### src/rtl/biu8_pkg.sv
// rtl/biu8_pkg.sv - shared FSM type, size encodings and constants for biu8_master
package biu8_pkg;

    typedef enum logic [2:0] {IDLE, SETUP, STROBE, HOLD, DONE} state_t;

    localparam logic [1:0] SZ_BYTE = 2'd0;
    localparam logic [1:0] SZ_HALF = 2'd1;
    localparam logic [1:0] SZ_WORD = 2'd2;

    localparam int unsigned WAIT_LIMIT = 255;

    // the reserved encoding moves a full word
    function automatic logic [2:0] size_to_count(input logic [1:0] size);
        case (size)
            SZ_BYTE: return 3'd1;
            SZ_HALF: return 3'd2;
            SZ_WORD: return 3'd4;
            default: return 3'd4;
        endcase
    endfunction

endpackage

### src/rtl/biu8_phase_tmr.sv
// rtl/biu8_phase_tmr.sv - loadable down-counter with zero flag, shared by setup/strobe/hold phases
module biu8_phase_tmr #(
    parameter int CNT_W = 4
) (
    input  logic             clk,
    input  logic             rst,
    input  logic             load,
    input  logic [CNT_W-1:0] load_val,
    output logic             zero
);

    logic [CNT_W-1:0] cnt;

    always_ff @(posedge clk) begin
        if (rst) begin
            cnt <= '0;
        end else if (load) begin
            cnt <= load_val;
        end else if (cnt != '0) begin
            cnt <= cnt - 1'b1;
        end
    end

    assign zero = (cnt == '0);

endmodule

### src/rtl/biu8_master.sv
// rtl/biu8_master.sv - 8-bit strobed port initiator; optional wait handshake under BIU8_MASTER_WAIT_EN
module biu8_master
    import biu8_pkg::*;
#(
    parameter int SETUP_CYC  = 1,
    parameter int STROBE_CYC = 2,
    parameter int HOLD_CYC   = 1,
    parameter int CNT_W      = 4
) (
    input  logic        clk,
    input  logic        rst,
    input  logic        req_valid,
    output logic        req_ready,
    input  logic        req_we,
    input  logic [1:0]  req_size,
    input  logic [31:0] req_wdata,
    output logic        rsp_valid,
    output logic [31:0] rsp_rdata,
    output logic        busy,
    output logic [7:0]  bus_dout,
    input  logic [7:0]  bus_din,
    output logic        bus_sel,
    output logic        bus_en,
    output logic        bus_wr_n,
    output logic        bus_rd_n
`ifdef BIU8_MASTER_WAIT_EN
    ,
    input  logic        bus_wait_n,
    output logic        rsp_err
`endif
);

    localparam logic [CNT_W-1:0] LD_SETUP  = CNT_W'(SETUP_CYC - 1);
    localparam logic [CNT_W-1:0] LD_STROBE = CNT_W'(STROBE_CYC - 1);
    localparam logic [CNT_W-1:0] LD_HOLD   = CNT_W'((HOLD_CYC > 0) ? HOLD_CYC - 1 : 0);
    localparam bit CFG_OK = (SETUP_CYC >= 1) && (SETUP_CYC <= 15) &&
                            (STROBE_CYC >= 1) && (STROBE_CYC <= 15) &&
                            (HOLD_CYC >= 0) && (HOLD_CYC <= 15) &&
                            (SETUP_CYC <= (1 << CNT_W)) && (STROBE_CYC <= (1 << CNT_W)) &&
                            (HOLD_CYC <= (1 << CNT_W));

    cfg_range: assert property (@(posedge clk) CFG_OK)
        else $error("biu8_master: timing parameter out of range");

    state_t            state, state_nxt;
    logic              we_q, we_nxt;
    logic [31:0]       wdata_q, wdata_nxt;
    logic [2:0]        count_q;
    logic [1:0]        idx_q, idx_nxt;
    logic [31:0]       acc_q, acc_nxt;
    logic              tmr_load, tmr_zero;
    logic [CNT_W-1:0]  tmr_val;
    logic              accept, last_byte, final_strobe, strobe_done, stall, expire;
    logic              sel_d, en_d, wr_n_d, rd_n_d, rsp_valid_d;
    logic [7:0]        dout_d;
    logic [31:0]       rsp_rdata_d;

    biu8_phase_tmr #(.CNT_W(CNT_W)) u_tmr (
        .clk      (clk),
        .rst      (rst),
        .load     (tmr_load),
        .load_val (tmr_val),
        .zero     (tmr_zero)
    );

    assign accept       = req_valid && (state == IDLE);
    assign last_byte    = ({1'b0, idx_q} == (count_q - 3'd1));
    assign final_strobe = (state == STROBE) && tmr_zero;
    assign strobe_done  = final_strobe && !stall;
    assign we_nxt       = accept ? req_we : we_q;
    assign wdata_nxt    = accept ? req_wdata : wdata_q;
    assign req_ready    = (state == IDLE);
    assign busy         = (state != IDLE);

`ifdef BIU8_MASTER_WAIT_EN
    logic [7:0] wait_cnt;
    logic       err_q, err_nxt;

    // the strobe stretches in its final cycle until the peripheral releases wait or the limit runs out
    assign stall   = final_strobe && !bus_wait_n && (wait_cnt != 8'(WAIT_LIMIT));
    assign expire  = final_strobe && !bus_wait_n && (wait_cnt == 8'(WAIT_LIMIT));
    assign err_nxt = accept ? 1'b0 : (err_q | expire);

    always_ff @(posedge clk) begin
        if (rst) begin
            wait_cnt <= '0;
            err_q    <= 1'b0;
            rsp_err  <= 1'b0;
        end else begin
            wait_cnt <= stall ? wait_cnt + 8'd1 : 8'd0;
            err_q    <= err_nxt;
            rsp_err  <= (state_nxt == DONE) && err_nxt;
        end
    end
`else
    assign stall  = 1'b0;
    assign expire = 1'b0;
`endif

    always_ff @(posedge clk) begin
        if (rst) state <= IDLE;
        else     state <= state_nxt;
    end

    always_comb begin
        state_nxt = state;
        idx_nxt   = idx_q;
        acc_nxt   = acc_q;
        tmr_load  = 1'b0;
        tmr_val   = LD_SETUP;
        case (state)
            IDLE: if (req_valid) begin
                state_nxt = SETUP;
                tmr_load  = 1'b1;
                idx_nxt   = 2'd0;
                acc_nxt   = '0;
            end
            SETUP: if (tmr_zero) begin
                state_nxt = STROBE;
                tmr_load  = 1'b1;
                tmr_val   = LD_STROBE;
            end
            STROBE: if (strobe_done) begin
                if (!we_q) acc_nxt[{idx_q, 3'b000} +: 8] = expire ? 8'hFF : bus_din;
                if (HOLD_CYC > 0) begin
                    state_nxt = HOLD;
                    tmr_load  = 1'b1;
                    tmr_val   = LD_HOLD;
                end else if (last_byte) begin
                    state_nxt = DONE;
                end else begin
                    state_nxt = SETUP;
                    idx_nxt   = idx_q + 2'd1;
                    tmr_load  = 1'b1;
                end
            end
            HOLD: if (tmr_zero) begin
                if (last_byte) begin
                    state_nxt = DONE;
                end else begin
                    state_nxt = SETUP;
                    idx_nxt   = idx_q + 2'd1;
                    tmr_load  = 1'b1;
                end
            end
            DONE:    state_nxt = IDLE;
            default: state_nxt = IDLE;
        endcase
    end

    // bus outputs are decoded from the next state and registered, so they change with the state edge
    always_comb begin
        sel_d       = 1'b1;
        en_d        = 1'b0;
        wr_n_d      = 1'b1;
        rd_n_d      = 1'b1;
        dout_d      = bus_dout;
        rsp_valid_d = 1'b0;
        rsp_rdata_d = '0;
        case (state_nxt)
            SETUP, STROBE, HOLD: begin
                sel_d = !we_nxt;
                en_d  = we_nxt;
                if (we_nxt) dout_d = wdata_nxt[{idx_nxt, 3'b000} +: 8];
                if (state_nxt == STROBE) begin
                    wr_n_d = !we_nxt;
                    rd_n_d = we_nxt;
                end
            end
            DONE: begin
                rsp_valid_d = 1'b1;
                rsp_rdata_d = we_q ? 32'd0 : acc_nxt;
            end
            default: ;
        endcase
    end

    always_ff @(posedge clk) begin
        if (rst) begin
            we_q      <= 1'b0;
            wdata_q   <= '0;
            count_q   <= '0;
            idx_q     <= '0;
            acc_q     <= '0;
            bus_dout  <= '0;
            bus_sel   <= 1'b1;
            bus_en    <= 1'b0;
            bus_wr_n  <= 1'b1;
            bus_rd_n  <= 1'b1;
            rsp_valid <= 1'b0;
            rsp_rdata <= '0;
        end else begin
            we_q      <= we_nxt;
            wdata_q   <= wdata_nxt;
            count_q   <= accept ? size_to_count(req_size) : count_q;
            idx_q     <= idx_nxt;
            acc_q     <= acc_nxt;
            bus_dout  <= dout_d;
            bus_sel   <= sel_d;
            bus_en    <= en_d;
            bus_wr_n  <= wr_n_d;
            bus_rd_n  <= rd_n_d;
            rsp_valid <= rsp_valid_d;
            rsp_rdata <= rsp_rdata_d;
        end
    end

endmodule

### config.mk
export PLATFORM = sky130hd
export DESIGN_NAME = biu8_master
export DESIGN_NICKNAME = d
export VERILOG_FILES = /design/src/rtl/biu8_pkg.sv /design/src/rtl/biu8_phase_tmr.sv /design/src/rtl/biu8_master.sv
export SDC_FILE = /design/constraint.sdc
export NUM_CORES = 1
export LEC_CHECK = 0
export CAP_MARGIN = 20
export CORE_UTILIZATION = 48
export CTS_BUF_LIST = sky130_fd_sc_hd__clkbuf_4 sky130_fd_sc_hd__clkbuf_8
export DETAILED_ROUTE_END_ITERATION = 7
export PLACE_DENSITY = 0.81
export SYNTH_ARGS = -nofsm -noshare
export SYNTH_HDL_FRONTEND = slang
export SYNTH_SLANG_ARGS = --single-unit
### constraint.sdc
create_clock -name clk -period 2 [get_ports clk]
set_input_delay 0.3 -clock clk [delete_from_list [all_inputs] [get_ports clk]]
set_output_delay 0.3 -clock clk [all_outputs]
set_load 0.01 [all_outputs]
==> out/results.tsv <==
stage	metric	value	unit
die	die_y	101	µm
setup_path	critPathLaunch	u_tmr.cnt[0]	
sta	worst-slew-pin-transition	611	ps
setup_path	cp-endpoint	rsp_rdata[27]	
yosys	synth_top_area_cell	dfxtp_1	
sta	fmax	451	MHz
routing	first_pass_iters	6	
yosys	synth_top_area_share	51.6	%
cells_and_area	antenna_cells	0	
clock_tree	clockRootBuffer	clkbuf_8	
sta	finalSetupViolCount	72	
routing	vias	5038	
clock_tree	clk_latency	440	ps
pwr	leakage	2.74	nW
setup_path	start_kind	register	
cells_and_area	final_common_cell	dfxtp_1	
yosys	synth_edf_count	0	
routing	wirelength	17200	µm
setup_path	crit_buf_inv	2	
sta	postLayoutSetupSlackWorst	-219	ps
setup_path	timing.reg2reg.worst_path_depth	9	
setup_path	required	2360	ps
setup_path	cp_top_family	simple AND/OR/NAND/NOR gates	
place	postPlaceCellArea	6260	µm²
pwr	peakVddDrop	0.775	mV
sta	slew_violations	0	
yosys	syn_avg_cell_area	8.99	µm²
run_status	violations	setup timing	
cells_and_area	fin_area	7320	µm²
clock_tree	cts.sinks	122	
setup_path	max_stage_delay	390	ps
setup_path	crit_chain	inv_2 -> ha_4 -> nand4bb_4 -> nor4_4 -> buf_4 -> nor2b_4 -> and4_4 -> a22oi_2 -> nor2_1	
routing	drc_errors	0	
die	die_x	101	µm
setup_path	r2r-end	rsp_rdata[27]	
yosys	synth_nets	580	
yosys	syn_area	4740	µm²
setup_path	cp.arrival	2570	ps
run	maxCapViolations	0	
die	ios	93	
run_status	outcome	finished, violations left	
grt	grt_overflow	0	
routing	avgViaCountPerCell	6.03	
sta	slew_headroom	59.3	%
cells_and_area	fill_cells	532	
cells_and_area	final_net_count	748	
setup_path	worstSetupPathType	register to register	
clock_tree	cts_buffer_depth	2	
sta	fin_crit	2220	ps
place	dpl.hpwl	9090	µm
sta	rsz0062_at_grt	yes	
setup_path	reg2reg_from	u_tmr.cnt[0]	
clock_tree	cts_tree	done	
pwr	power	8.44	mW
sta	hold_slack	244	ps
die	core_area	9420	µm²
yosys	async_flop_share	0	%
yosys	synth.distinct_cells	49	
routing	routedWlPerCell	20.6	µm
yosys	synth.yosys.warnings	0	
sta	finalHoldViolations	0	
clock_tree	clk_pin_slew	80	ps
place	io_buffers	92	
setup_path	worst_setup_path_end_kind	register	
setup_path	reg2reg_setup_slack	-220	ps
die	rows	35	
place	place.gp.congestion	0.936	
die	dieArea	10300	µm²
grt	grt_max_degree	33	
setup_path	cp_slowest_cell	nor4_4	
cells_and_area	post_route_cells_drive_above_1_share	31.1	%
clock_tree	h-tree-depth	4	
setup_path	crit_fanout	8	
yosys	synth_area_leaders	dfxtp_1, nor2_1, a22oi_1	
cells_and_area	areaGrowthSynthToFinish	54.6	%
min_path	hold_path.class	input port to register	
grt	grt_pass1_vias	4659	
sta	clock_skew	9.28	ps
cells_and_area	final_cell_mix	dfxtp_1, nor2_1, clkdlybuf4s50_1, buf_4, nand2_1	
yosys	synth_flop_cell	dfxtp_1	
pwr	powerDensity	1150	nW/µm²
clock_tree	cts_inserted_buffers	17	
setup_path	path_depth	9	
grt	grt_usage	29.1	%
routing	first_iter_violations	499	
grt	antenna_found_initial	0	
yosys	yosysSeqAreaShare	51.6	%
die	initial_core_util	50.3	%
grt	grt_pass1_wl	22700	µm
yosys	ys_seq_elements	122	
yosys	synthCells	527	
sta	fin_crit_sh	111	%
routing	detail-route-antenna-nets	0	
clock_tree	cts_hold_buf	0	
[what timing repair did]
action,CTS,global route
pin swaps,17,69
gates cloned,0,0
endpoints found under the setup margin,65,76
gates resized for setup,41,81
buffers inserted,18,3
[layer usage]
layer | GRT usage (%) | vias to the layer above | wire, µm
met5 | 0 | - | 0
met4 | 11.0 | 0 | 1040
met3 | 8.35 | 111 | 1460
met2 | 49.6 | 364 | 8400
met1 | 34.8 | 2391 | 6320
li1 | - | 2172 | -
[state kept, by name, indices dropped and copies added, names as in the netlist]
| name | count |
|---|---|
| acc_q | 32 |
| rsp_rdata | 32 |
| wdata_q | 32 |
| bus_dout | 8 |
| u_tmr.cnt | 4 |
| count_q | 3 |
| state | 3 |
| idx_q | 2 |
| bus_en | 1 |
| bus_rd_n | 1 |
| bus_sel | 1 |
| bus_wr_n | 1 |
| rsp_valid | 1 |
| we_q | 1 |
[worst min-delay path by stage]
stage | start | endpoint | slack [ps] | cells after the start
after global placement | wdata_q[17] | wdata_q[17] | 440 | 2
after CTS | rst | wdata_q[27] | 220 | 2
final | rst | wdata_q[27] | 240 | 2
after detailed placement | wdata_q[21] | wdata_q[21] | 440 | 2
after global routing | rst | wdata_q[19] | 240 | 2
after floorplan | wdata_q[21] | wdata_q[21] | 430 | 2
[area by class of cell]
cell class | instances | area [µm²] | share of cell area (%)
Timing Repair Buffer | 184 | 1700 | 23.2
Tap cell | 129 | 161 | 2.20
Multi-Input combinational cell | 360 | 2580 | 35.3
Clock buffer | 20 | 263 | 3.59
Inverter | 10 | 37.5 | 0.513
Clock inverter | 11 | 124 | 1.69
Sequential cell | 122 | 2460 | 33.5
[cells in the mapped netlist, types with 2 or more instances]
library cell  instances
xnor2_1               2
and4_1                3
o31ai_1               2
a22oi_1              32
buf_4                 3
nand3b_1              2
o32ai_1               4
and3_1                6
nand3_1              10
o221a_1               5
a211oi_1              7
ha_1                  7
a21oi_1              36
dfxtp_1             122
nor3_1               11
nor3_2                2
clkbuf_1             16
buf_1                 5
inv_1                 9
buf_2                11
o21ai_0               7
xor2_1                3
nor2_1              100
nand2_1              57
nor3b_1               3
nor2b_1               2
nand2b_1              7
o211ai_1             12
or3_1                 3
mux2i_1              13
o22ai_1               3
o21ai_1               3
a32o_1                3
[cell families (layout without fill, tap and decap cells)]
logic type	count (synthesis)	in the layout	synth area share, %
compound gates	120	120	17.4
xor+xnor	5	5	0.925
buf+inv	45	225	4.09
simple gates	215	215	21.4
fa+ha+maj	7	7	1.85
mux	13	13	2.75
flops	122	122	51.6
[per-stage QoR]
step	utilization, %	cells	worst slack, ps	setup TNS (ps)
finish	77.8	836	-219	-10390
global route	77.8	836	-257	-14250
CTS	73.7	835	-74.8	-793
detailed placement	66.4	786	-348	-13190
global placement	66.4	786	-258	-9780
floorplan	-	527	2.24	0
[where the power goes]
| part | switching (mW) | total (mW) | internal [mW] |
|---|---|---|---|
| Combinational | 1.83 | 3.38 | 1.55 |
| Sequential | 0.206 | 2.90 | 2.69 |
| Clock | 1.01 | 2.17 | 1.16 |
[worst register-to-register path, cell delays in order, from the launching register on]
cell and delay [ps]:
dfxtp_2 350, inv_2 90, ha_4 170, nand4bb_4 160
nor4_4 390, buf_4 180, nor2b_4 170, and4_4 330
a22oi_2 100, nor2_1 190
Note: power is estimated with default switching activity, not from simulation.
